<file path="src/rtl/tablero_pkg.sv">
// Shared definitions for the tic-tac-toe board stage: cell codes, FSM states, winning lines.
package tablero_pkg;

  localparam logic [1:0] VACIA   = 2'b00;
  localparam logic [1:0] CRUZ    = 2'b01;
  localparam logic [1:0] CIRCULO = 2'b10;

  typedef enum logic [1:0] {
    LIBRE  = 2'd0,
    EVALUA = 2'd1,
    FIN    = 2'd2
  } estado_e;

  localparam int NumLineas = 8;

  // Rows, columns, then the two diagonals (row-major cell numbering).
  localparam int unsigned LINEAS [NumLineas][3] = '{
    '{0, 1, 2}, '{3, 4, 5}, '{6, 7, 8},
    '{0, 3, 6}, '{1, 4, 7}, '{2, 5, 8},
    '{0, 4, 8}, '{2, 4, 6}
  };

  // Returns the 2-bit code of cell idx; out-of-board indices read as empty.
  function automatic logic [1:0] celda(input logic [17:0] tab, input int unsigned idx);
    if (idx > 8) return VACIA;
    return tab[2*idx +: 2];
  endfunction

endpackage

</file>
<file path="src/rtl/detector_linea.sv">
// Combinational three-in-a-row detector over the 3x3 board image.
module detector_linea
  import tablero_pkg::*;
(
  input  logic [17:0] tablero,
  output logic        gane,
  output logic [1:0]  ganador
);

  logic [1:0] a, b, c;

  // Scan all eight lines for three equal occupied cells.
  always_comb begin
    gane    = 1'b0;
    ganador = VACIA;
    a       = VACIA;
    b       = VACIA;
    c       = VACIA;
    for (int i = 0; i < NumLineas; i++) begin
      a = celda(tablero, LINEAS[i][0]);
      b = celda(tablero, LINEAS[i][1]);
      c = celda(tablero, LINEAS[i][2]);
      if (a != VACIA && a == b && a == c) begin
        gane    = 1'b1;
        ganador = a;
      end
    end
  end

endmodule

</file>
<file path="src/rtl/tablero_ttt.sv">
// Board state, turn tracking and move evaluation for the tic-tac-toe controller.
module tablero_ttt
  import tablero_pkg::*;
(
  input  logic        clk,
  input  logic        rst,
  input  logic        clear,
  input  logic        mov_valid,
  input  logic [3:0]  mov_celda,
  input  logic        mov_jugador,
  output logic        mov_listo,
  output logic        movimientoIlegal,
  output logic        noEspacio,
  output logic        gane,
  output logic [1:0]  ganador,
  output logic [17:0] tablero,
  output logic [3:0]  movimientos
);

  estado_e     estado_q, estado_d;
  logic [17:0] tablero_q, tablero_d;
  logic [3:0]  movs_q, movs_d;
  logic        turno_q, turno_d;
  logic        pend_q, pend_d;
  logic        ilegal_q, ilegal_d;
  logic        gane_q, gane_d;
  logic [1:0]  ganador_q, ganador_d;
  logic        noesp_q, noesp_d;
  logic        listo_q, listo_d;

  logic        det_gane;
  logic [1:0]  det_ganador;
  logic        legal;
  logic        lleno;

  detector_linea u_detector (
    .tablero (tablero_q),
    .gane    (det_gane),
    .ganador (det_ganador)
  );

  assign lleno = (movs_q == 4'd9);

  // Next-state: accept/evaluate moves; clear overrides everything.
  always_comb begin
    estado_d  = estado_q;
    tablero_d = tablero_q;
    movs_d    = movs_q;
    turno_d   = turno_q;
    pend_d    = pend_q;
    ilegal_d  = ilegal_q;
    gane_d    = gane_q;
    ganador_d = ganador_q;
    noesp_d   = noesp_q;
    listo_d   = 1'b0;
    legal     = 1'b0;

    if (clear) begin
      estado_d  = LIBRE;
      tablero_d = '0;
      movs_d    = '0;
      turno_d   = 1'b0;
      pend_d    = 1'b0;
      ilegal_d  = 1'b0;
      gane_d    = 1'b0;
      ganador_d = VACIA;
      noesp_d   = 1'b0;
    end else begin
      case (estado_q)
        LIBRE, FIN: begin
          if (mov_valid) begin
            legal = (estado_q == LIBRE) && (mov_celda <= 4'd8) &&
                    (celda(tablero_q, {28'd0, mov_celda}) == VACIA) &&
                    (mov_jugador == turno_q);
            if (legal) begin
              for (int k = 0; k < 9; k++) begin
                if (mov_celda == 4'(k)) tablero_d[2*k +: 2] = mov_jugador ? CIRCULO : CRUZ;
              end
              movs_d  = movs_q + 4'd1;
              turno_d = ~turno_q;
            end
            pend_d   = ~legal;
            estado_d = EVALUA;
          end
        end
        EVALUA: begin
          ilegal_d  = pend_q;
          gane_d    = det_gane;
          ganador_d = det_ganador;
          noesp_d   = lleno;
          listo_d   = 1'b1;
          // An illegal move taken from FIN leaves the board unchanged, so this re-enters FIN.
          estado_d  = (det_gane || lleno) ? FIN : LIBRE;
        end
        default: estado_d = LIBRE;
      endcase
    end
  end

  // State registers with asynchronous reset.
  always_ff @(posedge clk or posedge rst) begin
    if (rst) begin
      estado_q  <= LIBRE;
      tablero_q <= '0;
      movs_q    <= '0;
      turno_q   <= 1'b0;
      pend_q    <= 1'b0;
      ilegal_q  <= 1'b0;
      gane_q    <= 1'b0;
      ganador_q <= VACIA;
      noesp_q   <= 1'b0;
      listo_q   <= 1'b0;
    end else begin
      estado_q  <= estado_d;
      tablero_q <= tablero_d;
      movs_q    <= movs_d;
      turno_q   <= turno_d;
      pend_q    <= pend_d;
      ilegal_q  <= ilegal_d;
      gane_q    <= gane_d;
      ganador_q <= ganador_d;
      noesp_q   <= noesp_d;
      listo_q   <= listo_d;
    end
  end

  assign mov_listo        = listo_q;
  assign movimientoIlegal = ilegal_q;
  assign noEspacio        = noesp_q;
  assign gane             = gane_q;
  assign ganador          = ganador_q;
  assign tablero          = tablero_q;
  assign movimientos      = movs_q;

endmodule

</file>
<file path="config.mk">
export PLATFORM = sky130hd
export DESIGN_NAME = tablero_ttt
export DESIGN_NICKNAME = d
export VERILOG_FILES = /design/src/rtl/tablero_pkg.sv /design/src/rtl/detector_linea.sv /design/src/rtl/tablero_ttt.sv
export SDC_FILE = /design/constraint.sdc
export NUM_CORES = 1
export LEC_CHECK = 0
export ABC_AREA = 0
export BUFFER_PORTS_ARGS = -buffer_cell sky130_fd_sc_hd__buf_4
export CORE_ASPECT_RATIO = 0.9
export CORE_MARGIN = 1
export CORE_UTILIZATION = 50
export CTS_BUF_LIST = sky130_fd_sc_hd__clkbuf_4 sky130_fd_sc_hd__clkbuf_8
export CTS_CLUSTER_DIAMETER = 30
export DETAILED_ROUTE_END_ITERATION = 8
export GPL_ROUTABILITY_DRIVEN = 0
export GPL_TIMING_DRIVEN = 0
export PLACE_DENSITY = 0.73
export SLEW_MARGIN = 10
export SYNTH_ARGS = -nofsm -noshare
export SYNTH_HDL_FRONTEND = slang
export SYNTH_SLANG_ARGS = --single-unit
</file>
<file path="constraint.sdc">
create_clock -name clk -period 2.25 [get_ports clk]
set_clock_uncertainty 0.05 [all_clocks]
set_input_delay 0.45 -clock clk [delete_from_list [all_inputs] [get_ports clk]]
set_output_delay 0.45 -clock clk [all_outputs]
set_load 0.005 [all_outputs]
</file>
# Yosys cells after proc, flatten, opt, wreduce, memory -nomap -nowiden

Index checks and enable logic that the tools add are counted.

Register bits: 32
Input bits: 9
Output and inout port bits: 28
Logic and storage cells: 170

Add/subtract/negate cells: 1
Magnitude comparators: 2
Eq/ne operators: 29
Shifts and indexed selects: 1
Mux-type cells: 64
Bitwise logic cells: 2
Reduce and logical (&&, ||, !) cells: 53

Operators with widths:

| cell                                                                  | number |
|---|---|
| 18-bit 2-to-1 mux                                                     | 4 |
| 2-bit 2-to-1 mux                                                      | 28 |
| 4-bit AND reduction                                                   | 9 |
| 2-bit nonzero test                                                    | 18 |
| 2-bit equality test                                                   | 16 |
| 1-bit 2-to-1 mux                                                      | 27 |
| 1-bit logical AND                                                     | 19 |
| 18-bit by 6-bit indexed part select with 2-bit output                 | 1 |
| 4-bit by 3-bit equality test with 1-bit output, second input constant | 4 |
| 4-bit 2-to-1 mux                                                      | 4 |
| 4-bit by 2-bit equality test with 1-bit output, second input constant | 2 |
| 4-bit equality test, second input constant                            | 2 |
| 4-bit by 1-bit adder with 4-bit output, second input constant         | 1 |
| 4-bit by 1-bit equality test with 1-bit output, second input constant | 1 |
| 4-bit > comparator, second input constant                             | 1 |
| 4-bit less-or-equal comparator, second input constant                 | 1 |
| 2-bit zero test                                                       | 2 |
| 4-bit zero test                                                       | 1 |
| 2-bit case mux with 2 select lines                                    | 1 |
| 3-bit inequality test, second input constant                          | 1 |
| 3-bit AND reduction                                                   | 1 |
| 2-bit by 1-bit equality test with 1-bit output, second input constant | 1 |
| 2-bit equality test, second input constant                            | 1 |
| 1-bit inverter                                                        | 2 |
| other kinds (4)                                                       | 4 |

# Depth between registers and ports, before layout

Depth in word-level cells: 16
Gate-level depth with buffers: 7

# Hierarchy

A second synthesis with hierarchy kept.

Cells, all modules: 228
Area total of the unflattened synthesis: 2,014.4 um^2

Modules (own cells, without submodules):

| module         | instances | cells each | area an instance (um^2) |
|---|---|---|---|
| tablero_ttt    | 1         | 152        | 1,521.5 |
| detector_linea | 1         | 76         | 493.0 |

# Least setup slack after synthesis

OpenSTA, ideal clock, no wires.

Path kind: input port to flip-flop
From: input port mov_celda[1]
To: register movs_q[2], in the netlist movimientos[2]
Arrival time: 1.647 ns
Data required time: 2.121 ns
Path slack: 0.475 ns
Stages on the path: 6
Path buffers: 1
Cell sequence: buf_2 > nor4_2 > and2b_2 > o221ai_4 > or3_1 > a21oi_1

Word-level cells in the longest chain between the ends: 14
Elaborated cells on any way between the ends: 17
Those cells by class: order compare: 2; shift: 1; mux: 8; reduce/logical: 6

RTL lines:

| element                                  | line               | text |
|---|---|---|
| start: declaration                       | tablero_ttt.sv:9   | `input logic [3:0] mov_celda,` |
| 4-bit > comparator                       | tablero_pkg.sv:25  | `if (idx > 8) return VACIA;` |
| 1-bit 2-to-1 mux                         | tablero_pkg.sv:25  |  |
| 1-bit 2-to-1 mux                         | tablero_ttt.sv:71  | `if (mov_valid) begin` |
| 1-bit 2-to-1 mux                         | tablero_ttt.sv:69  | `case (estado_q)` |
| 1-bit 2-to-1 mux                         | tablero_ttt.sv:58  | `if (clear) begin` |
| 2-bit 2-to-1 mux                         | tablero_pkg.sv:26  | `return tab[2*idx +: 2];` |
| 2-bit 2-to-1 mux                         | tablero_ttt.sv:71  |  |
| 2-bit 2-to-1 mux                         | tablero_ttt.sv:69  |  |
| 2-bit 2-to-1 mux                         | tablero_ttt.sv:58  |  |
| 2-bit zero test                          | tablero_ttt.sv:73  | `(celda(tablero_q, {28'd0, mov_celda}) == VACIA) &&` |
| 1-bit logical AND (*)                    | tablero_ttt.sv:72  | `legal = (estado_q == LIBRE) && (mov_celda <= 4'd8) &&` |
| 1-bit logical AND (*)                    | tablero_ttt.sv:73  |  |
| 2-bit nonzero test (no source line) (*)  | -                  |  |
| 3-bit AND reduction (no source line) (*) | -                  |  |
| end signal: assignment                   | tablero_ttt.sv:116 | `movs_q <= movs_d;` |
| end: declaration                         | tablero_ttt.sv:22  | `logic [3:0] movs_q, movs_d;` |

Every way passes the cells marked *; elsewhere a longest branch is shown, timed or not. The select of a mux whose other input is x is not followed.
A chain may end at the register's enable or synchronous reset.

# Worst setup path in the final report

From: register tablero_q[8], in the netlist tablero[8]
To: register estado_q[1]

Word-level cells in the longest chain between the ends: 14
Elaborated cells on any way between the ends: 23
Those cells by class: eq/ne: 4; mux: 10; reduce/logical: 9

RTL lines:

| element                                | line                 | text |
|---|---|---|
| start: declaration                     | tablero_ttt.sv:21    | `logic [17:0] tablero_q, tablero_d;` |
| start signal: assignment               | tablero_ttt.sv:115   | `tablero_q <= tablero_d;` |
| 2-bit equality test                    | detector_linea.sv:23 | `if (a != VACIA && a == b && a == c) begin` |
| 1-bit logical AND (2 in series)        | detector_linea.sv:23 |  |
| 1-bit 2-to-1 mux (6 in series)         | detector_linea.sv:23 |  |
| 1-bit 2-to-1 mux (*)                   | detector_linea.sv:23 |  |
| 1-bit logical OR (*)                   | tablero_ttt.sv:93    | `estado_d = (det_gane \|\| lleno) ? FIN : LIBRE;` |
| 2-bit 2-to-1 mux (*)                   | tablero_ttt.sv:93    |  |
| 2-bit case mux with 2 select lines (*) | tablero_ttt.sv:69    |  |
| 2-bit 2-to-1 mux (*)                   | tablero_ttt.sv:58    |  |
| end signal: assignment                 | tablero_ttt.sv:114   | `estado_q <= estado_d;` |
| end: declaration                       | tablero_ttt.sv:20    | `estado_e estado_q, estado_d;` |

Every way passes the cells marked *; elsewhere a longest branch is shown, timed or not.

==> qor.csv <==
stage,metric,value,unit
run_status,run_status,completed,
final_layout,storage_element_area,801,um^2
logic_synthesis,synth_cells,245,
logic_synthesis,yosys_warnings,0,
detailed_routing,detail-route-antenna-nets,0,
global_routing,globalRoute.totalOverflow,0,
clocking,clock_sinks,32,
global_routing,groute.layer.met1.usage,0.382,
pwr,power.density_cell_area,521,nW/um^2
pwr,sw_ratio,0.255,
floorplanning,initial_utilization,0.538,
logic_synthesis,synth_largest_type_area_fraction,0.391,
clocking,clk_transition_reported_paths,0.07,ns
logic_synthesis,synth-edff-count,0,
placed_design,dpl.hpwl,3920,um
pwr,share_clk_of_total_power,0.440,
logic_synthesis,synth.most_common_cell,sky130_fd_sc_hd__nor2_1,
clocking,postCtsSetupBuffers,0,
sta,slew_viol_final,0,
sta,max_clock_freq,0.495,GHz
detailed_routing,detail_route.iter0.violations,192,
sta,timing.final.crit_period,2.02,ns
detailed_routing,remaining_drc_errors,0,
global_routing,antenna_found_initial,0,
detailed_routing,detail_route.wirelength,5470,um
final_layout,instances_no_fill,333,
logic_synthesis,synth_largest_area_cell,sky130_fd_sc_hd__dfrtp_1,
global_routing,grt_start_max_net_pins,33,
sta,fin_setup_tns,0,ns
logic_synthesis,ys.flop_type,sky130_fd_sc_hd__dfrtp_1,
final_layout,final_core_util,0.649,
global_routing,globalRouteTotalUtil,0.271,
detailed_routing,drtPass1Iterations,5,
setup_path,cp_slowest_stage_delay,0.43,ns
worst_hold_path,type_of_the_tightest_min_delay_check,input pin to asynchronous set/reset pin,
setup_path,largest_fanout_on_the_critical_path,10,
logic_synthesis,netlist-cell-type-count,50,
setup_path,critical_path.cell_chain,buf_2 > and3_1 > o2111ai_1 > o21a_1 > nand4_1 > nor3_1 > o22ai_1,
final_layout,final.fill_count,345,
setup_path,path_class,flop to flop,
floorplanning,floorplan.io_pins,37,
final_layout,final_net_count,297,
detailed_routing,routedWlPerCell,16.4,um
sta,relSlewSlack,0.547,
setup_path,cpMaxStageDelayCell,sky130_fd_sc_hd__dfrtp_1,
global_routing,grt.busiest_layer,met2,
floorplanning,std_cell_rows,21,
floorplanning,die_width,69.5,um
global_routing,first_global_vias,1955,
sta,setup_violations_final,0,
sta,hold_viol_final,0,
global_routing,grt_first_pass_wirelength,9300,um
global_routing,met3_track_utilization_from_global_routing,0.0419,
final_layout,area_of_the_multi_input_gates,1140,um^2
pwr,sequentialPowerShare,0.463,
floorplanning,core_area,3810,um^2
clocking,cts_buffer_depth,2,
setup_path,crit_required,2.35,ns
setup_path,worst_setup_path_end_kind,flop,
clocking,worstSkewPairLatency,0.29,ns
logic_synthesis,flip_flop_and_latch_count_after_synthesis,32,
global_routing,groute.layer.met2.usage,0.410,
logic_synthesis,synthesis.nets,256,
pwr,power.internal,0.961,mW
final_layout,drive_gt1_frac,0.213,
clocking,clock-root-buffer,sky130_fd_sc_hd__clkbuf_8,
detailed_routing,route.vias.total,2052,
logic_synthesis,asyncSetResetFlopFracSynth,1.00,
flow_run,drv_cap,0,
pwr,design_power_total,1.29,mW
clocking,cts_tree,built,
clocking,cts_made_buffers,5,
sta,timing_worst_slew_pin_value,0.678,ns
final_layout,diodes,0,
floorplanning,design.die.area,4360,um^2
placed_design,placedCellCount,325,
logic_synthesis,synth_top_cells_by_count,"sky130_fd_sc_hd__nor2_1 (43), sky130_fd_sc_hd__dfrtp_1 (32), sky130_fd_sc_hd__a21oi_1 (24)",
logic_synthesis,synth_sequential_area_ratio,0.391,
pwr,peakVddDrop,0.417,mV
sta,min_period_over_period,0.898,
floorplanning,die-height,62.7,um
sta,timing.hold.ws,0.209,ns
pwr,p_leak,1.13,nW
detailed_routing,vias_per_cell,6.16,
pwr,p_sw,0.329,mW
clocking,cts.htree.levels,2,
setup_path,start_kind,flop,
logic_synthesis,post_synth.cell_area_avg,8.37,um^2
setup_path,cp_data_arrival_time,2.12,ns
placed_design,numPortBuffers,34,
logic_synthesis,yosys-top-cells-area,"sky130_fd_sc_hd__dfrtp_1 (39%), sky130_fd_sc_hd__nor2_1 (7.9%), sky130_fd_sc_hd__a21oi_1 (5.9%)",
clocking,postCtsHoldBufs,0,
clocking,ctsResizeCount,0,
final_layout,syn2layout_area_growth,20.7,%
pwr,combinationalPowerShare,0.097,
logic_synthesis,synth.cell_area,2050,um^2
sta,rsz0062_at_grt,no,
==> registers in the layout, summed over array words and instances (netlist names) <==
| register | count |
|---|---|
| tablero | 18 |
| movimientos | 4 |
| estado_q | 2 |
| ganador | 2 |
| gane | 1 |
| mov_listo | 1 |
| movimientoIlegal | 1 |
| noEspacio | 1 |
| pend_q | 1 |
| turno_q | 1 |
==> through the flow <==
step	setup WS, ns	instance area (um^2)
after floorplan	0.475	2050
final	0.230	2470
after global placement	0.273	2360
after CTS	0.247	2470
after global routing	0.0680	2470
after detailed placement	0.305	2360
==> critical path, delay by kind of cell (launching register included) <==
family / cells / cell delay [ns]
AO/OA/AOI/OAI: 3 / 0.60
buffers and inverters: 1 / 0.21
flip-flops: 1 / 0.43
AND/OR/NAND/NOR: 3 / 0.58
==> layout by cell type, fill, tap and decap left out, types with 3 or more instances in the layout <==
master and instances:
sky130_fd_sc_hd__and3_1 8, sky130_fd_sc_hd__a31oi_1 4, sky130_fd_sc_hd__dfrtp_1 32, sky130_fd_sc_hd__nor2_1 43, sky130_fd_sc_hd__buf_2 5, sky130_fd_sc_hd__nor3_1 11
sky130_fd_sc_hd__clkbuf_8 5, sky130_fd_sc_hd__a21oi_1 24, sky130_fd_sc_hd__nand3_1 11, sky130_fd_sc_hd__xnor2_1 3, sky130_fd_sc_hd__buf_4 36, sky130_fd_sc_hd__o21ai_0 9
sky130_fd_sc_hd__nor2b_1 6, sky130_fd_sc_hd__nand2_1 16, sky130_fd_sc_hd__clkbuf_1 6, sky130_fd_sc_hd__inv_1 6, sky130_fd_sc_hd__nand2b_1 8, sky130_fd_sc_hd__or3_1 5
==> layer usage <==
metal,wire length [um],share of wire
met5,0,0
met1,2420,0.44
met3,410,0.075
met2,2530,0.46
met4,117,0.021
==> path summary, 6_finish.rpt <==
path                                        from               end  slack [ns]  cells after the start
worst min-delay path                         rst       tablero[17]        0.21                      2
worst min register to register  movimientoIlegal  movimientoIlegal        0.48                      2
worst max register to register        tablero[8]       estado_q[1]        0.23                      7
min in group clk                           clear         mov_listo        0.32                      2
max in group asynchronous                    rst        tablero[5]        1.50                      2
worst max-delay path                  tablero[8]       estado_q[1]        0.23                      7
==> cell type report <==
| cell class | instances | area share |
|---|---|---|
| buffer | 15 | 0.0314 |
| clock buffer | 5 | 0.0278 |
| clock inverter | 3 | 0.0172 |
| inverter | 7 | 0.0106 |
| multi-input combinational | 191 | 0.463 |
| sequential | 32 | 0.324 |
| tap | 46 | 0.0233 |
| timing repair buffer | 34 | 0.103 |
==> logic make-up after synthesis <==
logic type,after synthesis,synth area share
flip-flops,32,0.391
AO/OA/AOI/OAI,58,0.187
AND/OR/NAND/NOR,125,0.321
adder cells (fa/ha/maj),2,0.0122
buffers and inverters,22,0.0507
XOR/XNOR,4,0.0171
multiplexers,2,0.0220
==> power by group through the flow <==
stage                     logic, mW  clock network, mW  registers (mW)
final                         0.125              0.567           0.597
after global routing          0.141              0.596           0.599
after CTS                     0.125              0.566           0.597
after detailed placement      0.125                  0           0.608
after global placement        0.123                  0           0.608
after floorplan              0.0809                  0           0.607
Note: power is estimated with default switching activity, not from simulation.
